<file path="config.mk">
export PLATFORM = sky130hd
export DESIGN_NAME = tv80_mem_arbiter
export DESIGN_NICKNAME = d
export VERILOG_FILES = /design/src/rtl/tv80_mem_arbiter.sv
export SDC_FILE = /design/constraint.sdc
export NUM_CORES = 1
export LEC_CHECK = 0
export ABC_AREA = 1
export CAP_MARGIN = 20
export CORE_ASPECT_RATIO = 0.9
export CORE_MARGIN = 3
export CORE_UTILIZATION = 32
export CTS_CLUSTER_DIAMETER = 150
export DETAILED_ROUTE_END_ITERATION = 10
export PLACE_DENSITY = 0.92
export SLEW_MARGIN = 20
export SYNTH_ARGS = -nofsm -noshare
export SYNTH_HDL_FRONTEND = slang
export SYNTH_SLANG_ARGS = --single-unit
</file>
<file path="constraint.sdc">
create_clock -name clk -period 1.4 [get_ports clk]
set_input_delay 0.21 -clock clk [delete_from_list [all_inputs] [get_ports clk]]
set_output_delay 0.21 -clock clk [all_outputs]
set_load 0.05 [all_outputs]
</file>
<file path="src/rtl/tv80_mem_arbiter.sv">
// tv80_mem_arbiter: shares the single-port system memory between the tv80s
// CPU and a host/loader port using the CPU busrq_n/busak_n handshake.
`timescale 1ns/1ps
module tv80_mem_arbiter #(
    parameter int ADDR_W    = 16,
    parameter int DATA_W    = 8,
    parameter int MAX_BURST = 16,
    parameter int MIN_CPU   = 4
) (
    input  logic              clk,
    input  logic              reset_n,
    input  logic [ADDR_W-1:0] cpu_a,
    input  logic [DATA_W-1:0] cpu_do,
    output logic [DATA_W-1:0] cpu_di,
    input  logic              cpu_mreq_n,
    input  logic              cpu_rd_n,
    input  logic              cpu_wr_n,
    output logic              cpu_busrq_n,
    input  logic              cpu_busak_n,
    input  logic              h_req,
    input  logic              h_we,
    input  logic [ADDR_W-1:0] h_addr,
    input  logic [DATA_W-1:0] h_wdata,
    output logic              h_ack,
    output logic [DATA_W-1:0] h_rdata,
    output logic [ADDR_W-1:0] mem_a,
    output logic [DATA_W-1:0] mem_d,
    output logic              mem_we,
    input  logic [DATA_W-1:0] mem_q,
    output logic              owner
);

    localparam int BW = $clog2(MAX_BURST) + 1;
    localparam int GW = $clog2(MIN_CPU + 1);

    localparam logic [BW-1:0] BURST_MAX = BW'(MAX_BURST);
    localparam logic [GW-1:0] GAP_MAX   = GW'(MIN_CPU);

    localparam logic [2:0] S_CPU = 3'd0;
    localparam logic [2:0] S_REQ = 3'd1;
    localparam logic [2:0] S_ACC = 3'd2;
    localparam logic [2:0] S_ACK = 3'd3;
    localparam logic [2:0] S_REL = 3'd4;

    logic [2:0]    state_q, state_d;
    logic [GW-1:0] gap_q, gap_d;
    logic [BW-1:0] burst_q, burst_d;
    logic          busrq_n_q, busrq_n_d;
    logic          h_ack_q, h_ack_d;
    logic          host_own;

    always_comb begin
        state_d = state_q;
        gap_d   = gap_q;
        burst_d = burst_q;
        unique case (state_q)
            S_CPU: begin
                if (gap_q != GAP_MAX) begin
                    gap_d = gap_q + GW'(1);
                end
                if (h_req && gap_q == GAP_MAX) begin
                    state_d = S_REQ;
                end
            end
            S_REQ: begin
                // an abort wins over a simultaneous grant
                if (!h_req) begin
                    state_d = S_REL;
                end else if (!cpu_busak_n) begin
                    state_d = S_ACC;
                end
            end
            S_ACC: begin
                if (burst_q != BURST_MAX) begin
                    burst_d = burst_q + BW'(1);
                end
                state_d = S_ACK;
            end
            S_ACK: begin
                if (!h_req || burst_q == BURST_MAX) begin
                    state_d = S_REL;
                end else begin
                    state_d = S_ACC;
                end
            end
            S_REL: begin
                if (cpu_busak_n) begin
                    state_d = S_CPU;
                    gap_d   = '0;
                    burst_d = '0;
                end
            end
            default: begin
                state_d = S_CPU;
            end
        endcase
    end

    always_comb begin
        busrq_n_d = !(state_d == S_REQ || state_d == S_ACC ||
                      state_d == S_ACK);
        h_ack_d   = (state_d == S_ACK);
    end

    always_ff @(posedge clk or negedge reset_n) begin
        if (!reset_n) begin
            state_q   <= S_CPU;
            gap_q     <= '0;
            burst_q   <= '0;
            busrq_n_q <= 1'b1;
            h_ack_q   <= 1'b0;
        end else begin
            state_q   <= state_d;
            gap_q     <= gap_d;
            burst_q   <= burst_d;
            busrq_n_q <= busrq_n_d;
            h_ack_q   <= h_ack_d;
        end
    end

    assign host_own    = (state_q == S_ACC) || (state_q == S_ACK);
    assign owner       = host_own;
    assign cpu_busrq_n = busrq_n_q;
    assign h_ack       = h_ack_q;
    assign h_rdata     = h_ack_q ? mem_q : '0;

    always_comb begin
        mem_a  = cpu_a;
        mem_d  = cpu_do;
        mem_we = 1'b0;
        cpu_di = mem_q;
        unique case (state_q)
            S_CPU, S_REQ: begin
                mem_we = ~cpu_mreq_n & ~cpu_wr_n;
            end
            S_ACC: begin
                mem_a  = h_addr;
                mem_d  = h_wdata;
                mem_we = h_we;
                cpu_di = '1;
            end
            S_ACK: begin
                mem_a  = h_addr;
                mem_d  = h_wdata;
                cpu_di = '1;
            end
            default: begin
                mem_we = 1'b0;
            end
        endcase
    end

    // read strobe carries no routing information for a sync-read array
    logic unused_rd;
    assign unused_rd = cpu_rd_n;

endmodule
</file>
==> results of run 1 <==
-- what timing repair did --
item | in CTS | in global routing
pin swaps | 4 | 2
gates cloned | 1 | 0
hold buffers | 0 | 0
buffers inserted | 4 | 1
setup endpoints to repair | 35 | 43
resized for setup | 20 | 9
-- state kept, by name (all words and copies together) (netlist names) --
signal	cells
cpu_busrq_n	1
state_q	3
h_ack	1
burst_q	5
gap_q	3
-- power by group through the flow --
stage	Clock, mW	Combinational [mW]	Sequential, mW
2_1_floorplan	0	3.41	0.795
3_3_place_gp	0	6.30	0.778
3_5_place_dp	0	6.53	0.794
4_1_cts	0.347	6.94	0.794
5_1_grt	0.384	7.43	0.834
6_report	0.364	7.16	0.811
-- worst register-to-register path, cell delays in order, from the launching register on --
cell,delay [ns]
dfrtp_1,0.42
nand2_4,0.14
buf_12,0.15
nor2_4,0.04
buf_4,0.14
buf_6,0.11
a21oi_2,0.10
nand2_1,0.14
nor2_1,0.17
-- routing by layer --
layer  global-route usage [%]  part of all wire (%)
met1                    29.94                    33
met2                    55.05                    52
met3                    6.422                   8.3
met4                    16.43                   6.9
met5                        0                     0
-- cell families after synthesis --
logic type,Yosys count
DFF,13
AOI/OAI and AO/OA,9
buffers and inverters,36
xor gates and xnor gates,1
adders and majority gates,4
and+or+nand+nor,151
-- Yosys cell counts --
cell / n / share of area [%]
a21oi_1: 2 / 0.80
buf_2: 5 / 2.0
nand3_2: 1 / 0.80
o21ai_1: 1 / 0.40
or2_2: 8 / 4.0
inv_2: 3 / 0.90
nor2_4: 3 / 2.7
nand2_4: 1 / 0.90
o21ai_2: 3 / 2.1
nand3_1: 10 / 4.0
dfrtp_1: 12 / 24
dfstp_2: 1 / 2.1
buf_6: 1 / 0.90
nand2_2: 4 / 2.0
nor2_1: 13 / 3.9
nand2_1: 109 / 33
xor2_1: 1 / 0.70
inv_1: 26 / 7.8
nand4_1: 2 / 1.0
clkbuf_1: 1 / 0.30
ha_1: 4 / 4.0
o31ai_1: 1 / 0.60
o211ai_1: 1 / 0.60
o21ai_0: 1 / 0.40
-- area by class of cell --
cell class / instances / area, µm²
clock buffer: 4 / 45.04
multi-input combinational: 165 / 950.9
timing repair buffer: 120 / 1663
fill: 145 / 396.6
tap: 44 / 55.05
sequential: 13 / 329.1
inverter: 29 / 113.9
-- how the worst max path moves through the flow --
stage                    start         to  slack, ns  cells after the start
floorplan           state_q[2]  mem_a[10]      -0.02                      6
global placement    state_q[2]  cpu_di[0]       0.03                      6
detailed placement  state_q[2]  cpu_di[2]     -0.007                      6
CTS                 state_q[2]     mem_we      -0.20                      7
global route        state_q[1]     mem_we      -0.29                      5
finish              state_q[1]  cpu_di[6]      -0.24                      5
==> impl_metrics.yaml, run 1 <==
setup_path:
  crit_family: "flip-flops"
  cp-end-kind: "primary output"
  crit_chain: "nand2_4 > inv_6 > buf_16 > or2_4 > buf_12"
  cp_slowest_cell: "dfrtp_1"
  cp-start-kind: "flip-flop"
  reg2reg_setup_slack_ns: -0.10
  r2r-end: "cpu_busrq_n"
  path_class: "reg -> out"
  arrival_ns: 1.43
  required_ns: 1.19
  path_buf_inv: 3
  worstPathMaxFanout: 11
  timing.rr.start: "state_q[1]"
  max_stage_delay_ns: 0.42
  r2r_cells: 8
clock_network:
  clock-root-buffer: "clkbuf_8"
  tritoncts: "yes"
  clockBufferDepth: 2
  clkTransAtPathRegs_ns: 0.06
  ctsHtreeMaxLevel: 1
  clock_latency_ns: 0.25
  cts_buffers: 3
  numClockSinks: 13
placement:
  placed_cells: 366
  portBuffers: 106
  gp_routability_congestion: 0.8327
  preCtsSetupSlack_ns: -0.006966
  place_area_um2: 2975
  hpwlAfterDp_um: 4773
synthesis:
  post_synth_num_cell_types: 24
  syn_nets: 282
  yosysSeqAreaShare_pct: 26.20
  synthCells: 214
  syn-cell-area_um2: 1246
  yosys.area_share.simple_pct: 52.21
  synthAdderAreaFrac_pct: 4.016
  ys_warn_count: 0
  muxShareOfSynthArea_pct: 0
  ys_seq_elements: 13
  synth-compound-area-share_pct: 4.920
  synth.avg_cell_area_um2: 5.823
  synth_xor_area_share_pct: 0.7028
  synth_top_family_by_area: "simple AND/OR/NAND/NOR gates"
route:
  route.detailed.drc: 0
  dr.pass1.iters: 5
  drt_iter0_drc: 139
  via_per_inst: 5.312
  num_vias: 1992
  wl_per_cell_um: 19.39
  wirelength_um: 7270
  ant_nets: 0
timing:
  setup_violations: 40
  hold_slack_ns: 0.2716
  maxSlewHeadroom_pct: 81.24
  finClkSkew_ns: 0.0006317
  worstMarginPinSlew_ns: 0.2814
  fmax_mhz: 610.6
  tns_ns: -6.698
  rsz0062_at_grt: "yes"
  hold_viol: 0
  drv_slew: 0
  post-route-period-util_pct: 117.0
  worst_slack_ns: -0.2377
  fin_crit_ns: 1.638
finish:
  drive_gt1_share_pct: 37.16
  areaGrowthSynthToFinish_pct: 153.3
  final_core_util_pct: 88.84
  fin_area_um2: 3157
  fin_cells: 375
  final_common_cell: "nand2_1"
  final_nets: 400
  final_cell_mix: "nand2_1 (79), clkdlybuf4s50_1 (62), buf_12 (46), inv_1 (24), nand2_2 (24)"
  diodes: 0
power:
  p_clk_share_pct: 4.4
  swShare_pct: 53.00
  power_frac_comb_pct: 85.9
  sequentialPowerShare_pct: 9.7
  p_leak_nw: 1.563
  vdd_ir_drop_max_mv: 1.498
  power.internal_mw: 3.918
  p_switching_mw: 4.418
  cellPowerDensity_nw_per_um2: 2641
  power_mw: 8.336
global_route:
  overflow: 0
  grt_pass1_vias: 2066
  grt_max_degree: 15
  grt_pass1_wl_um: 10470
  antenna_found_initial: 0
  grt_usage_pct: 29.40
status:
  status: "complete, but fails checks"
  violations: "negative setup slack"
floorplan:
  core_area_um2: 3553
  die_w_um: 71.78
  die-area_um2: 4680
  num_io_pins: 108
  die_y_um: 65.20
  start_util_pct: 35.07
  rows: 20
min_path:
  hold_class: "in -> async"
flow_run:
  cap_violations: 0
Note: power is estimated with default switching activity, not from simulation.
==> inputs of run 2 (changes only) <==
CORE_MARGIN = unset   (was 3)
==> impl_metrics.yaml, run 2 (synthesized netlist as in run 1, its figures left out) <==
status:
  status: "complete, but fails checks"
  violations: "negative setup slack"
timing:
  setup_violations: 37
  worst_slack_ns: -0.2783
  post-route-period-util_pct: 119.9
  worstMarginPinSlew_ns: 0.2937
  hold_viol: 0
  maxSlewHeadroom_pct: 80.42
  fin_crit_ns: 1.678
  drv_slew: 0
  tns_ns: -6.851
  fmax_mhz: 595.8
  rsz0062_at_grt: "yes"
  finClkSkew_ns: 0.005493
route:
  route.detailed.drc: 0
  via_per_inst: 5.291
  wl_per_cell_um: 19.71
  ant_nets: 0
  wirelength_um: 7528
  num_vias: 2021
  drt_iter0_drc: 193
  dr.pass1.iters: 5
floorplan:
  die-area_um2: 4148
  die_w_um: 67.78
  num_io_pins: 108
  start_util_pct: 33.40
  core_area_um2: 3731
  rows: 21
  die_y_um: 61.20
finish:
  max_flop_register: "burst_q"
  largest_reg_flops: 5
  drive_gt1_share_pct: 46.73
  final_nets: 405
  final_cell_mix: "clkdlybuf4s50_1 (62), nand2_1 (54), nand2_2 (46), buf_12 (46), inv_1 (23)"
  final_common_cell: "clkdlybuf4s50_1"
  areaGrowthSynthToFinish_pct: 163.1
  diodes: 0
  fin_area_um2: 3278
  largestRegisters: "burst_q (5), gap_q (3), state_q (3)"
global_route:
  antenna_found_initial: 0
  grt_usage_pct: 28.31
  grt_pass1_wl_um: 8576
  overflow: 0
  grt_pass1_vias: 1795
  grt_max_degree: 19
power:
  power.internal_mw: 4.012
  p_leak_nw: 1.604
  power_frac_comb_pct: 86.6
  sequentialPowerShare_pct: 9.4
  cellPowerDensity_nw_per_um2: 2622
  power_mw: 8.594
  vdd_ir_drop_max_mv: 1.518
  swShare_pct: 53.32
  p_clk_share_pct: 4.0
  p_switching_mw: 4.583
clock_network:
  cts_buffers: 3
  numClockSinks: 13
  clkTransAtPathRegs_ns: 0.06
  ctsHtreeMaxLevel: 1
  clock_latency_ns: 0.25
  clockBufferDepth: 2
  tritoncts: "yes"
  clock-root-buffer: "clkbuf_8"
  hold_buffers: 0
setup_path:
  arrival_ns: 1.47
  path_class: "reg -> out"
  cp-start-kind: "flip-flop"
  cp-end-kind: "primary output"
  worstPathMaxFanout: 18
  required_ns: 1.19
placement:
  gp_routability_congestion: 0.8133
  place_area_um2: 3008
  portBuffers: 106
  hpwlAfterDp_um: 4387
flow_run:
  cap_violations: 0
min_path:
  hold_class: "in -> async"
run 2: cell count changes in the layout (fill, tap and decap cells not counted), moves of 3 or more:
cell	previous run	this run
nand2_2	24	46
or2_2	0	4
buf_6	1	6
nand2_4	11	14
nand2_1	79	54
or2_4	8	4
run 2: cell type report:
cell class | count | area (µm²)
flip-flops and latches | 13 | 329.1
well taps | 46 | 57.56
repair buffers | 125 | 1692
fillers | 158 | 452.9
clock buffers | 4 | 45.04
inverters | 29 | 116.4
multi-input cells | 165 | 1039
run 2: path summary, 6_finish.rpt:
kind | startpoint | end | slack [ns] | cells past startpoint
max | state_q[2] | mem_a[3] | -0.28 | 7
min | reset_n | gap_q[2] | 0.29 | 2
max reg2reg | state_q[1] | burst_q[2] | -0.04 | 9
min reg2reg | burst_q[4] | burst_q[4] | 0.59 | 2
max in group asynchronous | reset_n | cpu_busrq_n | 0.87 | 2
min in group clk | burst_q[4] | burst_q[4] | 0.59 | 2
run 2: power by group through the flow:
stage	clock (mW)	sequential (mW)	combinational [mW]
5_1_grt	0.359	0.825	7.73
6_report	0.344	0.806	7.44
3_3_place_gp	0	0.776	6.35
3_5_place_dp	0	0.786	6.52
2_1_floorplan	0	0.795	3.41
4_1_cts	0.342	0.791	6.77
run 2: worst max-delay path: stages (launching register included):
cell and delay (ns):
dfrtp_1 0.40, inv_2 0.10, nand2_4 0.08, inv_8 0.12, buf_6 0.15, nand2_1 0.09
nand2_2 0.12, buf_12 0.15
run 2: per-layer routing:
layer  GRT usage (%)  wire length, µm
met5               0                0
met4           12.50              401
met3           5.185              458
met2           56.44             4350
met1           28.51             2318
run 2: stage by stage:
step	setup WS, ns	std cells	utilization [%]	hold WS, ns
finish	-0.2783	382	87.86	0.2919
global route	-0.3045	382	87.86	0.3094
CTS	-0.1804	377	84.24	0.2746
detailed placement	-0.07967	372	80.62	0.5317
global placement	-0.01411	372	80.62	0.5186
floorplan	-0.02282	214	-	-0.08559
run 2: repair_timing:
action | 4_1_cts | 5_1_grt
endpoints found under the setup margin | 34 | 45
resized for setup | 31 | 31
pin swaps | 2 | 4
buffers inserted | 1 | 5
gates cloned | 0 | 0
